==> src/rtl/crv32_dbg_loader_if.sv <==
// Debug memory port bundle between the program loader and the SoC debug port.
//   master : loader side; drives the request, address, enables and write data
//   slave  : memory side; returns dbg_ready and read data
interface crv32_dbg_loader_if;
  logic        dbg_mem_op;
  logic [3:0]  dbg_wren;
  logic [31:0] dbg_adr;
  logic [31:0] dbg_do;
  logic        dbg_ready;
  logic [31:0] dbg_di;

  modport master (output dbg_mem_op, dbg_wren, dbg_adr, dbg_do,
                  input  dbg_ready, dbg_di);
  modport slave  (input  dbg_mem_op, dbg_wren, dbg_adr, dbg_do,
                  output dbg_ready, dbg_di);
endinterface

==> src/rtl/crv32_dbg_loader.sv <==
// Program loader. It holds the CPU in reset and receives a length-prefixed,
// little-endian byte image. It writes the image word by word through the
// debug memory port, optionally reads each word back, and checks a trailing
// 8-bit checksum. It releases the CPU only after a successful load.
//   clk, n_reset   : clock, async active-low reset
//   start          : one-cycle arm pulse (ignored while busy)
//   rx_data/valid  : incoming byte stream, one byte per strobe
//   dbg            : debug memory port (master side)
//   cpu_n_reset    : CPU reset, released only on DONE
//   busy/done/err  : status; done/err held until the next start
module crv32_dbg_loader #(
  parameter logic [31:0] BASE_ADR      = 32'h20000,
  parameter int          MAX_WORDS     = 1024,
  parameter bit          VERIFY        = 1'b1,
  parameter bit          HOLD_ON_RESET = 1'b1
) (
  input  logic                       clk,
  input  logic                       n_reset,
  input  logic                       start,
  input  logic [7:0]                 rx_data,
  input  logic                       rx_valid,
  crv32_dbg_loader_if.master         dbg,
  output logic                       cpu_n_reset,
  output logic                       busy,
  output logic                       done,
  output logic [1:0]                 err
);

  typedef enum logic [2:0] {
    S_IDLE, S_LEN, S_DATA, S_WRITE, S_RDBK, S_CSUM, S_DONE, S_ERR
  } state_t;

  state_t      st_q, st_d;
  logic [1:0]  bcnt_q, bcnt_d;
  logic [31:0] len_q, len_d, word_q, word_d, adr_q, adr_d, cnt_q, cnt_d;
  logic [7:0]  sum_q, sum_d;
  logic        op_q, op_d, cpu_q, cpu_d, busy_q, busy_d, done_q, done_d;
  logic [3:0]  wren_q, wren_d;
  logic [31:0] dadr_q, dadr_d, do_q, do_d;
  logic [1:0]  err_q, err_d;

  // Bytes arrive LSB first, so shifting in from the top leaves the word
  // little-endian after the 4th byte.
  logic [31:0] len_new, word_new, cnt_inc;
  logic        adv, fail;
  logic [1:0]  fail_code;

  assign len_new  = {rx_data, len_q[31:8]};
  assign word_new = {rx_data, word_q[31:8]};
  assign cnt_inc  = cnt_q + 32'd1;

  always_comb begin
    st_d = st_q; bcnt_d = bcnt_q; len_d = len_q; word_d = word_q;
    adr_d = adr_q; cnt_d = cnt_q; sum_d = sum_q;
    op_d = op_q; wren_d = wren_q; dadr_d = dadr_q; do_d = do_q;
    cpu_d = cpu_q; busy_d = busy_q; done_d = done_q; err_d = err_q;
    adv = 1'b0; fail = 1'b0; fail_code = 2'd0;

    case (st_q)
      S_IDLE, S_DONE, S_ERR: begin
        if (start) begin
          st_d = S_LEN; cpu_d = 1'b0; busy_d = 1'b1;
          done_d = 1'b0; err_d = 2'd0; bcnt_d = 2'd0; sum_d = 8'd0;
        end
      end
      S_LEN: begin
        if (rx_valid) begin
          len_d  = len_new;
          sum_d  = sum_q + rx_data;
          bcnt_d = bcnt_q + 2'd1;
          if (bcnt_q == 2'd3) begin
            if (len_new > 32'(MAX_WORDS)) begin
              fail = 1'b1; fail_code = 2'd1;
            end else if (len_new == 32'd0) begin
              st_d = S_CSUM;
            end else begin
              adr_d = BASE_ADR; cnt_d = 32'd0; st_d = S_DATA;
            end
          end
        end
      end
      S_DATA: begin
        if (rx_valid) begin
          word_d = word_new;
          sum_d  = sum_q + rx_data;
          bcnt_d = bcnt_q + 2'd1;
          if (bcnt_q == 2'd3) begin
            st_d = S_WRITE; op_d = 1'b1; wren_d = 4'hF;
            dadr_d = adr_q; do_d = word_new;
          end
        end
      end
      S_WRITE: begin
        // No byte buffer: a byte arriving during an access is lost, so abort.
        if (rx_valid) begin
          fail = 1'b1; fail_code = 2'd2;
        end else if (dbg.dbg_ready) begin
          if (VERIFY) begin
            st_d = S_RDBK; wren_d = 4'h0;
          end else begin
            adv = 1'b1;
          end
        end
      end
      S_RDBK: begin
        if (rx_valid) begin
          fail = 1'b1; fail_code = 2'd2;
        end else if (dbg.dbg_ready) begin
          if (dbg.dbg_di != word_q) begin
            fail = 1'b1; fail_code = 2'd3;
          end else begin
            adv = 1'b1;
          end
        end
      end
      S_CSUM: begin
        if (rx_valid) begin
          if (rx_data == sum_q) begin
            st_d = S_DONE; done_d = 1'b1; cpu_d = 1'b1; busy_d = 1'b0;
          end else begin
            fail = 1'b1; fail_code = 2'd3;
          end
        end
      end
      default: st_d = S_IDLE;
    endcase

    if (adv) begin
      op_d = 1'b0; wren_d = 4'h0;
      adr_d = adr_q + 32'd4;
      cnt_d = cnt_inc;
      st_d  = (cnt_inc == len_q) ? S_CSUM : S_DATA;
    end
    if (fail) begin
      st_d = S_ERR; err_d = fail_code; busy_d = 1'b0;
      op_d = 1'b0; wren_d = 4'h0;
    end
  end

  always_ff @(posedge clk or negedge n_reset) begin
    if (!n_reset) begin
      st_q <= S_IDLE; bcnt_q <= 2'd0; len_q <= 32'd0; word_q <= 32'd0;
      adr_q <= 32'd0; cnt_q <= 32'd0; sum_q <= 8'd0;
      op_q <= 1'b0; wren_q <= 4'h0; dadr_q <= 32'd0; do_q <= 32'd0;
      cpu_q <= !HOLD_ON_RESET; busy_q <= 1'b0; done_q <= 1'b0; err_q <= 2'd0;
    end else begin
      st_q <= st_d; bcnt_q <= bcnt_d; len_q <= len_d; word_q <= word_d;
      adr_q <= adr_d; cnt_q <= cnt_d; sum_q <= sum_d;
      op_q <= op_d; wren_q <= wren_d; dadr_q <= dadr_d; do_q <= do_d;
      cpu_q <= cpu_d; busy_q <= busy_d; done_q <= done_d; err_q <= err_d;
    end
  end

  assign dbg.dbg_mem_op = op_q;
  assign dbg.dbg_wren   = wren_q;
  assign dbg.dbg_adr    = dadr_q;
  assign dbg.dbg_do     = do_q;
  assign cpu_n_reset    = cpu_q;
  assign busy           = busy_q;
  assign done           = done_q;
  assign err            = err_q;

endmodule

==> src/flat_wrapper.sv <==
// flat-port wrapper written by rule: the top's interface ports become plain ports
module crv32_dbg_loader_flat 
#(
  parameter logic [31:0] BASE_ADR      = 32'h20000,
  parameter int          MAX_WORDS     = 1024,
  parameter bit          VERIFY        = 1'b1,
  parameter bit          HOLD_ON_RESET = 1'b1
)
  (clk, n_reset, start, rx_data, rx_valid, cpu_n_reset, busy, done, err, dbg_dbg_mem_op, dbg_dbg_wren, dbg_dbg_adr, dbg_dbg_do, dbg_dbg_ready, dbg_dbg_di);
  crv32_dbg_loader_if dbg_i ();
  input  logic clk;
  input  logic n_reset;
  input  logic start;
  input  logic [7:0] rx_data;
  input  logic rx_valid;
  output logic cpu_n_reset;
  output logic busy;
  output logic done;
  output logic [1:0] err;
  output wire logic [$bits(dbg_i.dbg_mem_op)-1:0] dbg_dbg_mem_op;
  output wire logic [$bits(dbg_i.dbg_wren)-1:0] dbg_dbg_wren;
  output wire logic [$bits(dbg_i.dbg_adr)-1:0] dbg_dbg_adr;
  output wire logic [$bits(dbg_i.dbg_do)-1:0] dbg_dbg_do;
  input wire logic [$bits(dbg_i.dbg_ready)-1:0] dbg_dbg_ready;
  input wire logic [$bits(dbg_i.dbg_di)-1:0] dbg_dbg_di;
  assign dbg_dbg_mem_op = dbg_i.dbg_mem_op;
  assign dbg_dbg_wren = dbg_i.dbg_wren;
  assign dbg_dbg_adr = dbg_i.dbg_adr;
  assign dbg_dbg_do = dbg_i.dbg_do;
  assign dbg_i.dbg_ready = dbg_dbg_ready;
  assign dbg_i.dbg_di = dbg_dbg_di;
  crv32_dbg_loader #(.BASE_ADR(BASE_ADR), .MAX_WORDS(MAX_WORDS), .VERIFY(VERIFY), .HOLD_ON_RESET(HOLD_ON_RESET)) u_core (.clk(clk), .n_reset(n_reset), .start(start), .rx_data(rx_data), .rx_valid(rx_valid), .dbg(dbg_i), .cpu_n_reset(cpu_n_reset), .busy(busy), .done(done), .err(err));
endmodule
==> config.mk <==
export PLATFORM = sky130hd
export DESIGN_NAME = crv32_dbg_loader_flat
export DESIGN_NICKNAME = d
export VERILOG_FILES = /design/src/rtl/crv32_dbg_loader_if.sv /design/src/rtl/crv32_dbg_loader.sv /design/src/flat_wrapper.sv
export SDC_FILE = /design/constraint.sdc
export NUM_CORES = 1
export LEC_CHECK = 0
export BUFFER_PORTS_ARGS = -buffer_cell sky130_fd_sc_hd__buf_2
export CORE_MARGIN = 3
export CORE_UTILIZATION = 45
export CTS_CLUSTER_DIAMETER = 200
export DETAILED_ROUTE_END_ITERATION = 10
export HOLD_SLACK_MARGIN = 0.06
export PLACE_DENSITY = 0.68
export SYNTH_ARGS = -nofsm -noshare
export SYNTH_HDL_FRONTEND = slang
export SYNTH_SLANG_ARGS = --single-unit
export TNS_END_PERCENT = 50
==> constraint.sdc <==
create_clock -name clk -period 4.7 [get_ports clk]
set_input_delay 0.47 -clock clk [delete_from_list [all_inputs] [get_ports clk]]
set_output_delay 0.47 -clock clk [all_outputs]
set_load 0.02 [all_outputs]
==> reports/metrics.cfg, run 1 <==
[worst_hold_path]
min_path_type=input port to asynchronous set/reset pin

[placed_design]
hpwl_mm=17.3
gp_congestion=0.939
io_buffers=116
place_area_mm2=0.0115

[pwr]
max-vdd-ir-drop_mv=0.266
p_clk_share_pct=31.1
p_int_w=0.00373
switching_share_pct=31.1
p_leak_nw=5.62
power.switching_w=0.00168
combPwrFrac_pct=22.7
cellPowerDensity_mw_per_mm2=444
seq_power_share_pct=46.2

[yosys]
synth_top_cell_area_share_pct=48.6
synth_top_family_by_area=simple AND/OR/NAND/NOR gates
synth_edf_count=0
synth-seq-cells=207
synth_compound_area_share_pct=10.3
synthFlopType=dfrtp_1
muxShareOfSynthArea_pct=13.6
synth-seq-area-share_pct=48.6
synth_cells=1020
synth_top_area_cell=dfrtp_1
ys_warn_count=0
syn-mean-instance-area_um2=10.4
synth.cell_area_mm2=0.0106
synth_area_leaders=dfrtp_1 49%, mux2_2 13%, xnor2_1 5.3%
synthAdderAreaFrac_pct=1.55
synthArstFlopShare_pct=100
synth.distinct_cells=65
synthSimpleGateAreaFrac_pct=15.7
synth_xor_area_share_pct=6.99

[cts]
cts_num_sinks=207
cts_buffers=23
cts_setup_buffers=0
ctsResizeCount=0
path_clk_slew_ns=0.06
htreeDepth=1
insertion_delay_ns=0.50
postCtsHoldBufs=0
ctsRootBufferMaster=clkbuf_16
cts_tree=built
cts_buffer_depth=3

[sta]
fin_tns_setup_ns=0
setup-violations-final=0
clock.fmax_mhz=292
fin_skew_ns=0.0179
timing.slew.headroom_pct=33.8
tightest_slew_ns=0.989
holdWs_ns=0.0773
drv_slew=0
finalHoldViolCount=0
fin_crit_ns=3.42
fin_crit_sh_pct=72.8
rsz0062_at_grt=no

[setup_path]
crit_path_top_delay_cell=dfrtp_1
critical_path.top_delay_family=simple AND/OR/NAND/NOR gates
path_class=flip-flop to flip-flop
setup.worst_path.end_class=flip-flop
crit_fanout=66
critPathBufInv=3
worst_ep_arrival_time_ns=3.79
required_ns=5.07
path_cells=clkinv_1, nor3_1, buf_4, nand4_1, buf_4, or4_1, a21oi_1, nand4_1, a221o_1
max_stage_delay_ns=0.66
worst_setup_path_start_kind=flip-flop

[route]
ant_nets=0
wl_mm=24.8
drc=0
avgRoutedWirePerCell_um=17.2
via_per_inst=5.64
drt_iter0_drc=490
vias=8127
dr.pass1.iters=5

[final_layout]
layout_common_cells=207 x dfrtp_1, 119 x mux2_2, 115 x buf_2, 87 x nand2_1, 81 x o21ai_0
postLayoutCoreUtil_pct=53.2
drive_gt1_share_pct=25.9
synthToLayoutAreaGrowth_pct=14.5
nets=1171
final_common_cell=dfrtp_1
fillers=2065
design_area_mm2=0.0122
antenna_cells=0

[outcome]
status=complete, no violations

[global_route]
grt_pass1_vias=7924
grt_start_max_net_pins=107
antenna_found_initial=0
grt.total_usage_pct=19.4
grt-ovfl-total=0
grt_pass1_wl_mm=41.7

[floorplanning]
coreArea_mm2=0.0229
dieArea_mm2=0.0255
placementRows=55
die_h_um=160
die_w_um=160
initial_core_util_pct=46.5
io_pins=119

[flow_run]
drv_cap=0

## cell families after synthesis
group,after synthesis
xor+xnor,85
mux,130
buf+inv,77
compound gates,182
other cells,1
flops,207
fa+ha+maj,13
simple gates,325
## synth_stat cells (all sizes together) (25+ instances only)
master  count
clkbuf     35
nor2       56
xnor2      65
mux2      119
dfrtp     207
buf        25
nand4      32
a21oi      31
nand3      45
nand2      88
o21ai      82
## metrics by stage
step                total power [W]  std cells  setup slack, ns
global route                0.00572       1441             1.05
finish                      0.00541       1441             1.28
detailed placement          0.00375       1403             1.18
floorplan                   0.00334       1021             1.96
global placement            0.00371       1403             1.19
CTS                         0.00546       1441             1.29
## power groups by stage
stage                     Sequential [W]  Clock (W)  Combinational [W]
after floorplan                  0.00235          0           0.000989
after global placement           0.00251          0            0.00120
after detailed placement         0.00252          0            0.00123
after CTS                        0.00249    0.00173            0.00124
after global routing             0.00255    0.00180            0.00137
final                            0.00250    0.00168            0.00123
## cell type report
cell class / count / area, um^2 / share of cell area, %
Timing Repair Buffer: 129 / 699 / 5.74
Multi-Input combinational cell: 737 / 5160 / 42.3
Inverter: 17 / 63.8 / 0.524
Clock buffer: 31 / 606 / 4.97
Tap cell: 313 / 392 / 3.21
Clock inverter: 7 / 87.6 / 0.719
Sequential cell: 207 / 5180 / 42.5
## state kept, by name (all words and copies together), names as in the netlist
| register | count |
|---|---|
| u_core.adr_q | 30 |
| u_core.dbg.dbg_do | 32 |
| u_core.sum_q | 8 |
| u_core.err | 2 |
| u_core.len_q | 32 |
| u_core.cpu_n_reset | 1 |
| u_core.bcnt_q | 2 |
| u_core.st_q | 3 |
| u_core.dbg.dbg_adr | 30 |
| u_core.word_q | 32 |
| u_core.dbg.dbg_mem_op | 1 |
| u_core.cnt_q | 32 |
| u_core.dbg.dbg_wren | 1 |
| u_core.busy | 1 |
## path summary, 6_finish.rpt
path	start	end	slack [ns]	depth (start not counted)
min	n_reset	u_core.cnt_q[3]	0.08	1
max reg2reg	u_core.st_q[2]	u_core.st_q[1]	1.28	9
max	u_core.st_q[2]	u_core.st_q[1]	1.28	9
max in group asynchronous	n_reset	u_core.len_q[20]	3.54	2
min reg2reg	u_core.dbg.dbg_adr[21]	u_core.dbg.dbg_adr[21]	0.48	2
min in group clk	rx_data[3]	u_core.dbg.dbg_do[27]	0.30	2
## metal layers
layer | global-route usage (%) | part of all wire, % | wire [um] | up-vias
li1 | - | - | - | 3843
met1 | 27.9 | 45 | 11100 | 4025
met2 | 30.2 | 46 | 11500 | 217
met3 | 4.05 | 6.3 | 1570 | 42
met4 | 5.17 | 2.4 | 605 | 0
met5 | 0 | 0 | 0 | -
Note: power is estimated with default switching activity, not from simulation.
==> inputs of run 2 (changes only) <==
--- a/config.mk
+++ b/config.mk
@@ -11,7 +11,7 @@
 export CTS_CLUSTER_DIAMETER = 200
 export DETAILED_ROUTE_END_ITERATION = 10
 export HOLD_SLACK_MARGIN = 0.06
-export PLACE_DENSITY = 0.68
+export PLACE_DENSITY = 0.7
 export SYNTH_ARGS = -nofsm -noshare
 export SYNTH_HDL_FRONTEND = slang
 export SYNTH_SLANG_ARGS = --single-unit
==> constraint.sdc (replaced) <==
create_clock -name clk -period 3.1 [get_ports clk]
set_input_delay 0.31 -clock clk [delete_from_list [all_inputs] [get_ports clk]]
set_output_delay 0.31 -clock clk [all_outputs]
set_load 0.02 [all_outputs]
==> run 2 against run 1 <==
Against the previous run:
- sequential share of layout area is 1.8 points lower
- worst hold slack better by 0.036 ns
- largest power group unchanged
- critical path type unchanged
- power rose by 61%
- largest cell class is now multi-input combinational cells
- sequential power is 47% higher
- highest routed layer is now met5
- wire length is 1.7% higher
==> reports/metrics.cfg, run 2 (synthesis results as in run 1) <==
[outcome]
status=complete, no violations  ; unchanged

[flow_run]
drv_cap=0  ; unchanged

[sta]
fin_skew_ns=0.00903  ; was 0.0179 ns
timing.slew.headroom_pct=42.8  ; was 33.8%
clock.fmax_mhz=341  ; was 292 MHz
drv_slew=0  ; unchanged
setup-violations-final=0  ; unchanged
finalHoldViolCount=0  ; unchanged
fin_crit_sh_pct=94.6  ; was 72.8%
tightest_slew_ns=0.854  ; was 0.989 ns
fin_crit_ns=2.93  ; was 3.42 ns
fin_tns_setup_ns=0  ; unchanged
rsz0062_at_grt=no  ; unchanged

[route]
wl_mm=25.2  ; was 24.8 mm
ant_nets=0  ; unchanged
avgRoutedWirePerCell_um=17.0  ; was 17.2 um
drt_iter0_drc=535  ; was 490
dr.pass1.iters=5  ; unchanged
drc=0  ; unchanged
vias=8229  ; was 8127
via_per_inst=5.53  ; was 5.64

[placed_design]
hpwl_mm=17.6  ; was 17.3 mm
gp_congestion=0.912  ; was 0.939
io_buffers=116  ; unchanged
dp_cells=1443  ; was 1403

[pwr]
p_leak_nw=5.93  ; was 5.62 nW
max-vdd-ir-drop_mv=0.577  ; was 0.266 mV
cellPowerDensity_mw_per_mm2=684  ; was 444 mW/mm^2
power_w=0.00871  ; was 0.00541 W

[final_layout]
drive_gt1_share_pct=29.6  ; was 25.9%
layout_common_cells=207 x dfrtp_1, 119 x mux2_2, 115 x buf_2, 87 x nand2_1, 81 x o21ai_0  ; unchanged
synthToLayoutAreaGrowth_pct=19.6  ; was 14.5%
final_common_cell=dfrtp_1  ; unchanged
antenna_cells=0  ; unchanged
postLayoutCoreUtil_pct=55.6  ; was 53.2%
nets=1213  ; was 1171
final_cell_count_no_fill=1488  ; was 1441

[setup_path]
crit_fanout=8  ; was 66
crit_path_top_delay_cell=or4_4  ; was dfrtp_1
critical_path.top_delay_family=simple AND/OR/NAND/NOR gates  ; unchanged
worst_ep_arrival_time_ns=3.33  ; was 3.79 ns
required_ns=3.50  ; was 5.07 ns
setup.worst_path.end_class=flip-flop  ; unchanged
max_stage_delay_ns=0.53  ; was 0.66 ns
crit_top_cell=nand4_1
path_class=flip-flop to flip-flop  ; unchanged
worst_setup_path_start_kind=flip-flop  ; unchanged
critPathBufInv=0  ; was 3
path_cells=ha_2, nand4_1, or4_4, or3_1, a32oi_1, mux2i_1, nor4b_2, nand4_1, a221o_1  ; was clkinv_1, nor3_1, buf_4, nand4_1, buf_4, or4_1, a21oi_1, nand4_1, a221o_1

[global_route]
grt_start_max_net_pins=91  ; was 107
grt.total_usage_pct=19.8  ; was 19.4%
antenna_found_initial=1  ; was 0
grt_pass1_wl_mm=42.3  ; was 41.7 mm
grt-ovfl-total=0  ; unchanged
grt_pass1_vias=8175  ; was 7924

[cts]
cts_tree=built  ; unchanged
insertion_delay_ns=0.52  ; was 0.50 ns
htreeDepth=1  ; unchanged
path_clk_slew_ns=0.06  ; about the same
ctsRootBufferMaster=clkbuf_16  ; unchanged
cts_num_sinks=207  ; unchanged
cts_buffer_depth=3  ; unchanged
cts_buffers=24  ; was 23
cts_setup_buffers=0  ; unchanged

[worst_hold_path]
min_path_type=input port to flip-flop  ; was input port to asynchronous set/reset pin

[floorplanning]
io_pins=119  ; unchanged
initial_core_util_pct=46.5  ; unchanged
die_w_um=160  ; unchanged
dieArea_mm2=0.0255  ; unchanged
placementRows=55  ; unchanged
die_h_um=160  ; unchanged
coreArea_mm2=0.0229  ; unchanged

-- run 2: changes by cell type in the layout (fill, tap and decap cells not counted), moves of 2 or more --
cell and delta:
buf_4 +37, clkbuf_1 -7, clkbuf_8 +4, buf_12 +3
clkinvlp_4 +3, bufinv_16 +2, inv_6 +2
-- run 2: stage by stage --
step           hold WS (ns)  setup WS (ns)  cell area [um^2]
2_1_floorplan        0.0144          0.364             10700
3_3_place_gp          0.444          0.183             11800
3_5_place_dp          0.444          0.136             11800
4_1_cts              0.0918          0.111             12700
5_1_grt               0.115         0.0117             12700
6_report              0.114          0.167             12700
-- run 2: final timing paths --
kind	slack, ns	cells past startpoint	from	end
setup / recovery	0.17	9	u_core.cnt_q[1]	u_core.st_q[1]
hold / removal	0.11	3	dbg_dbg_ready	u_core.err[1]
min in group asynchronous	0.44	2	n_reset	u_core.cnt_q[6]
hold reg to reg	0.47	2	u_core.dbg.dbg_do[25]	u_core.dbg.dbg_do[25]
setup reg to reg	0.17	9	u_core.cnt_q[1]	u_core.st_q[1]
max in group asynchronous	1.86	3	n_reset	u_core.sum_q[6]
-- run 2: area by class of cell --
class / count / area, um^2
Tap cell: 313 / 392
Fill cell: 1974 / 10200
Multi-Input combinational cell: 737 / 5180
Sequential cell: 207 / 5180
Timing Repair Buffer: 170 / 1050
Clock inverter: 15 / 208
Clock buffer: 29 / 659
Inverter: 17 / 63.8
-- run 2: repair_timing --
item,in CTS,in global routing
gates resized for setup,0,4
hold endpoints to repair,87,0
endpoints found under the setup margin,0,8
hold buffers,1,0
-- run 2: per-layer routing --
metal / wire, um / global-route usage (%) / vias up
met5: 13 / 0 / -
met2: 11700 / 31.9 / 191
met3: 1310 / 3.84 / 43
li1: - / - / 3956
met1: 11600 / 27.6 / 4037
met4: 589 / 5.05 / 2
-- run 2: worst register-to-register path, stage by stage, from the launching register on --
cell and delay, ns:
dfrtp_1 0.39, ha_2 0.27, nand4_1 0.14, or4_4 0.53
or3_1 0.34, a32oi_1 0.21, mux2i_1 0.10, nor4b_2 0.26
nand4_1 0.21, a221o_1 0.37
-- run 2: power by group --
part / switching [W] / leakage (nW) / internal [W]
Clock: 0.00117 / 0.415 / 0.00186
Sequential: 0.000530 / 2.81 / 0.00315
Combinational: 0.000981 / 2.71 / 0.00103
==> inputs of run 3 (changes only) <==
--- a/config.mk
+++ b/config.mk
@@ -11,7 +11,7 @@
 export CTS_CLUSTER_DIAMETER = 200
 export DETAILED_ROUTE_END_ITERATION = 10
 export HOLD_SLACK_MARGIN = 0.06
-export PLACE_DENSITY = 0.7
+export PLACE_DENSITY = 0.67
 export SYNTH_ARGS = -nofsm -noshare
 export SYNTH_HDL_FRONTEND = slang
 export SYNTH_SLANG_ARGS = --single-unit
==> constraint.sdc (replaced) <==
create_clock -name clk -period 2.73 [get_ports clk]
set_input_delay 0.273 -clock clk [delete_from_list [all_inputs] [get_ports clk]]
set_output_delay 0.273 -clock clk [all_outputs]
set_load 0.02 [all_outputs]
==> run 3 against run 2 <==
Against the previous run:
- the flow now finishes with violations (setup timing)
- largest cell class unchanged
- largest power group unchanged
- die area stayed put
- cell count up 4.4%
- register-to-register slack worse by 0.22 ns
- global-route usage grew 1.1 points
- sequential power is 9.5% higher
- highest routed layer unchanged
- sequential share of layout area fell by 1.9 points
- non-clock buffer count increased by 65
==> reports/metrics.cfg, run 3 (synthesis results as in run 1) <==
[outcome]
status=finished, violations left  ; was complete, no violations
violations=setup timing

[route]
ant_nets=0  ; unchanged
dr.pass1.iters=7  ; was 5
wl_mm=26.8  ; was 25.2 mm
drc=0  ; unchanged
avgRoutedWirePerCell_um=17.2  ; was 17.0 um
maxUsedRoutingLayer=met5  ; unchanged
met2_length_mm=12.7  ; was 11.7 mm
wl_met1_mm=12.0  ; was 11.6 mm
drt_iter0_drc=495  ; was 535
via_per_inst=5.55  ; was 5.53
wl_met3_mm=1.49  ; was 1.31 mm
vias=8627  ; was 8229

[sta]
tightest_slew_ns=0.977  ; was 0.854 ns
fin_crit_ns=2.79  ; was 2.93 ns
clock.fmax_mhz=359  ; was 341 MHz
setup-violations-final=2  ; was 0
setup_ws_ns=-0.0573  ; was 0.167 ns
drv_slew=0  ; unchanged
timing.slew.headroom_pct=34.6  ; was 42.8%
fin_crit_sh_pct=102  ; was 94.6%
fin_skew_ns=0.00779  ; was 0.00903 ns
finalHoldViolCount=0  ; unchanged
rsz0062_at_grt=yes  ; was no

[cts]
cts_buffer_depth=3  ; unchanged
cts_buffers=24  ; unchanged
cts_tree=built  ; unchanged
path_clk_slew_ns=0.06  ; about the same
insertion_delay_ns=0.51  ; was 0.52 ns
ctsRootBufferMaster=clkbuf_16  ; unchanged
cts_num_sinks=207  ; unchanged
htreeDepth=1  ; unchanged

[placed_design]
gp_congestion=0.883  ; was 0.912
hpwl_mm=18.9  ; was 17.6 mm
place_area_mm2=0.0123  ; was 0.0118 mm^2
pre_cts_ws_ns=-0.267  ; was 0.136 ns
io_buffers=116  ; unchanged

[floorplanning]
coreArea_mm2=0.0229  ; unchanged
initial_core_util_pct=46.5  ; unchanged
placementRows=55  ; unchanged
die_w_um=160  ; unchanged
die_h_um=160  ; unchanged
dieArea_mm2=0.0255  ; unchanged
io_pins=119  ; unchanged

[global_route]
grt-ovfl-total=0  ; unchanged
grt_start_max_net_pins=65  ; was 91
grt.total_usage_pct=20.8  ; was 19.8%
grt_pass1_wl_mm=44.4  ; was 42.3 mm
antenna_found_initial=2  ; was 1
grt_pass1_vias=8638  ; was 8175

[flow_run]
drv_cap=0  ; unchanged

[pwr]
power.switching_w=0.00310  ; was 0.00268 W
cellPowerDensity_mw_per_mm2=770  ; was 684 mW/mm^2
power_w=0.0103  ; was 0.00871 W
p_leak_nw=6.33  ; was 5.93 nW
max-vdd-ir-drop_mv=0.609  ; was 0.577 mV
p_int_w=0.00717  ; was 0.00604 W
seq_power_share_pct=39.1  ; was 42.2%
switching_share_pct=30.2  ; was 30.7%
p_clk_share_pct=34.0  ; was 34.8%
combPwrFrac_pct=26.9  ; was 23.0%

[final_layout]
fillers=1916  ; was 1974
drive_gt1_share_pct=33.7  ; was 29.6%
postLayoutCoreUtil_pct=58.2  ; was 55.6%
synthToLayoutAreaGrowth_pct=25.4  ; was 19.6%
design_area_mm2=0.0133  ; was 0.0127 mm^2
final_common_cell=dfrtp_1  ; unchanged
nets=1278  ; was 1213
layout_common_cells=207 x dfrtp_1, 119 x mux2_2, 115 x buf_2, 108 x buf_4, 87 x nand2_1  ; was 207 x dfrtp_1, 119 x mux2_2, 115 x buf_2, 87 x nand2_1, 81 x o21ai_0

[setup_path]
worst_ep_arrival_time_ns=3.18  ; was 3.33 ns
setup.worst_path.end_class=flip-flop  ; unchanged
required_ns=3.13  ; was 3.50 ns
crit_fanout=6  ; was 8
path_class=flip-flop to flip-flop  ; unchanged
worst_setup_path_start_kind=flip-flop  ; unchanged

[worst_hold_path]
min_path_type=input port to flip-flop  ; unchanged

[run 3: cell count changes in the layout (fill, tap and decap cells not counted), sizes merged]
cell,previous run,this run
buf,168,233
clkbuf,30,36
clkinvlp,4,1
clkinv,6,4
diode,0,1
inv,18,17
[run 3: final cells by class]
| class | count | area (um^2) | area share [%] |
|---|---|---|---|
| multi-input cells | 737 | 5270 | 39.5 |
| flip-flops and latches | 207 | 5180 | 38.8 |
| diodes | 1 | 2.50 | 0.0187 |
| clock inverters | 9 | 155 | 1.16 |
| well taps | 313 | 392 | 2.93 |
| inverters | 17 | 63.8 | 0.478 |
| repair buffers | 235 | 1580 | 11.8 |
| clock buffers | 35 | 713 | 5.34 |
[run 3: repair_timing]
| item | 4_1_cts | 5_1_grt |
|---|---|---|
| pin swaps | 10 | 15 |
| setup endpoints to repair | 50 | 29 |
| hold buffers | 1 | 0 |
| gates resized for setup | 5 | 16 |
| hold endpoints to repair | 54 | 0 |
| buffers inserted | 3 | 2 |
[run 3: final timing paths]
path / from / end / slack (ns) / depth (start not counted)
worst min register to register: u_core.dbg.dbg_adr[21] / u_core.dbg.dbg_adr[21] / 0.49 / 2
min in group asynchronous: n_reset / u_core.cnt_q[5] / 0.31 / 2
worst max-delay path: u_core.cnt_q[1] / u_core.st_q[1] / -0.06 / 9
worst min-delay path: rx_data[6] / u_core.dbg.dbg_do[30] / 0.08 / 2
worst max register to register: u_core.cnt_q[1] / u_core.st_q[1] / -0.06 / 9
max in group asynchronous: n_reset / u_core.len_q[9] / 1.66 / 3
[run 3: metrics by stage]
stage          instances  setup TNS, ns  hold WS [ns]
5_1_grt             1553         -0.415        0.0839
2_1_floorplan       1021              0       -0.0226
4_1_cts             1551        -0.0433        0.0629
3_5_place_dp        1503          -2.27         0.299
3_3_place_gp        1503         -0.210         0.299
6_report            1554        -0.0602        0.0818
[run 3: critical path, cell delays in order, from the launching register on]
cell,delay [ns]
dfrtp_1,0.42
ha_4,0.19
nand4_1,0.11
or4_4,0.50
or3_1,0.33
a32oi_1,0.22
mux2i_1,0.12
nor4b_2,0.24
nand4_1,0.21
a221o_1,0.33
[run 3: power by group through the flow]
stage          Combinational, W  Sequential, W  Clock, W
3_5_place_dp            0.00272        0.00406         0
4_1_cts                 0.00275        0.00401   0.00355
5_1_grt                 0.00306        0.00409   0.00369
3_3_place_gp            0.00266        0.00405         0
2_1_floorplan           0.00170        0.00405         0
6_report                0.00276        0.00402   0.00349
[run 3: metal layers]
metal / track usage, % / up-vias
met3: 3.76 / 33
met5: 0 / -
met1: 28.3 / 4273
li1: - / 4073
met4: 4.46 / 4
met2: 35.2 / 244
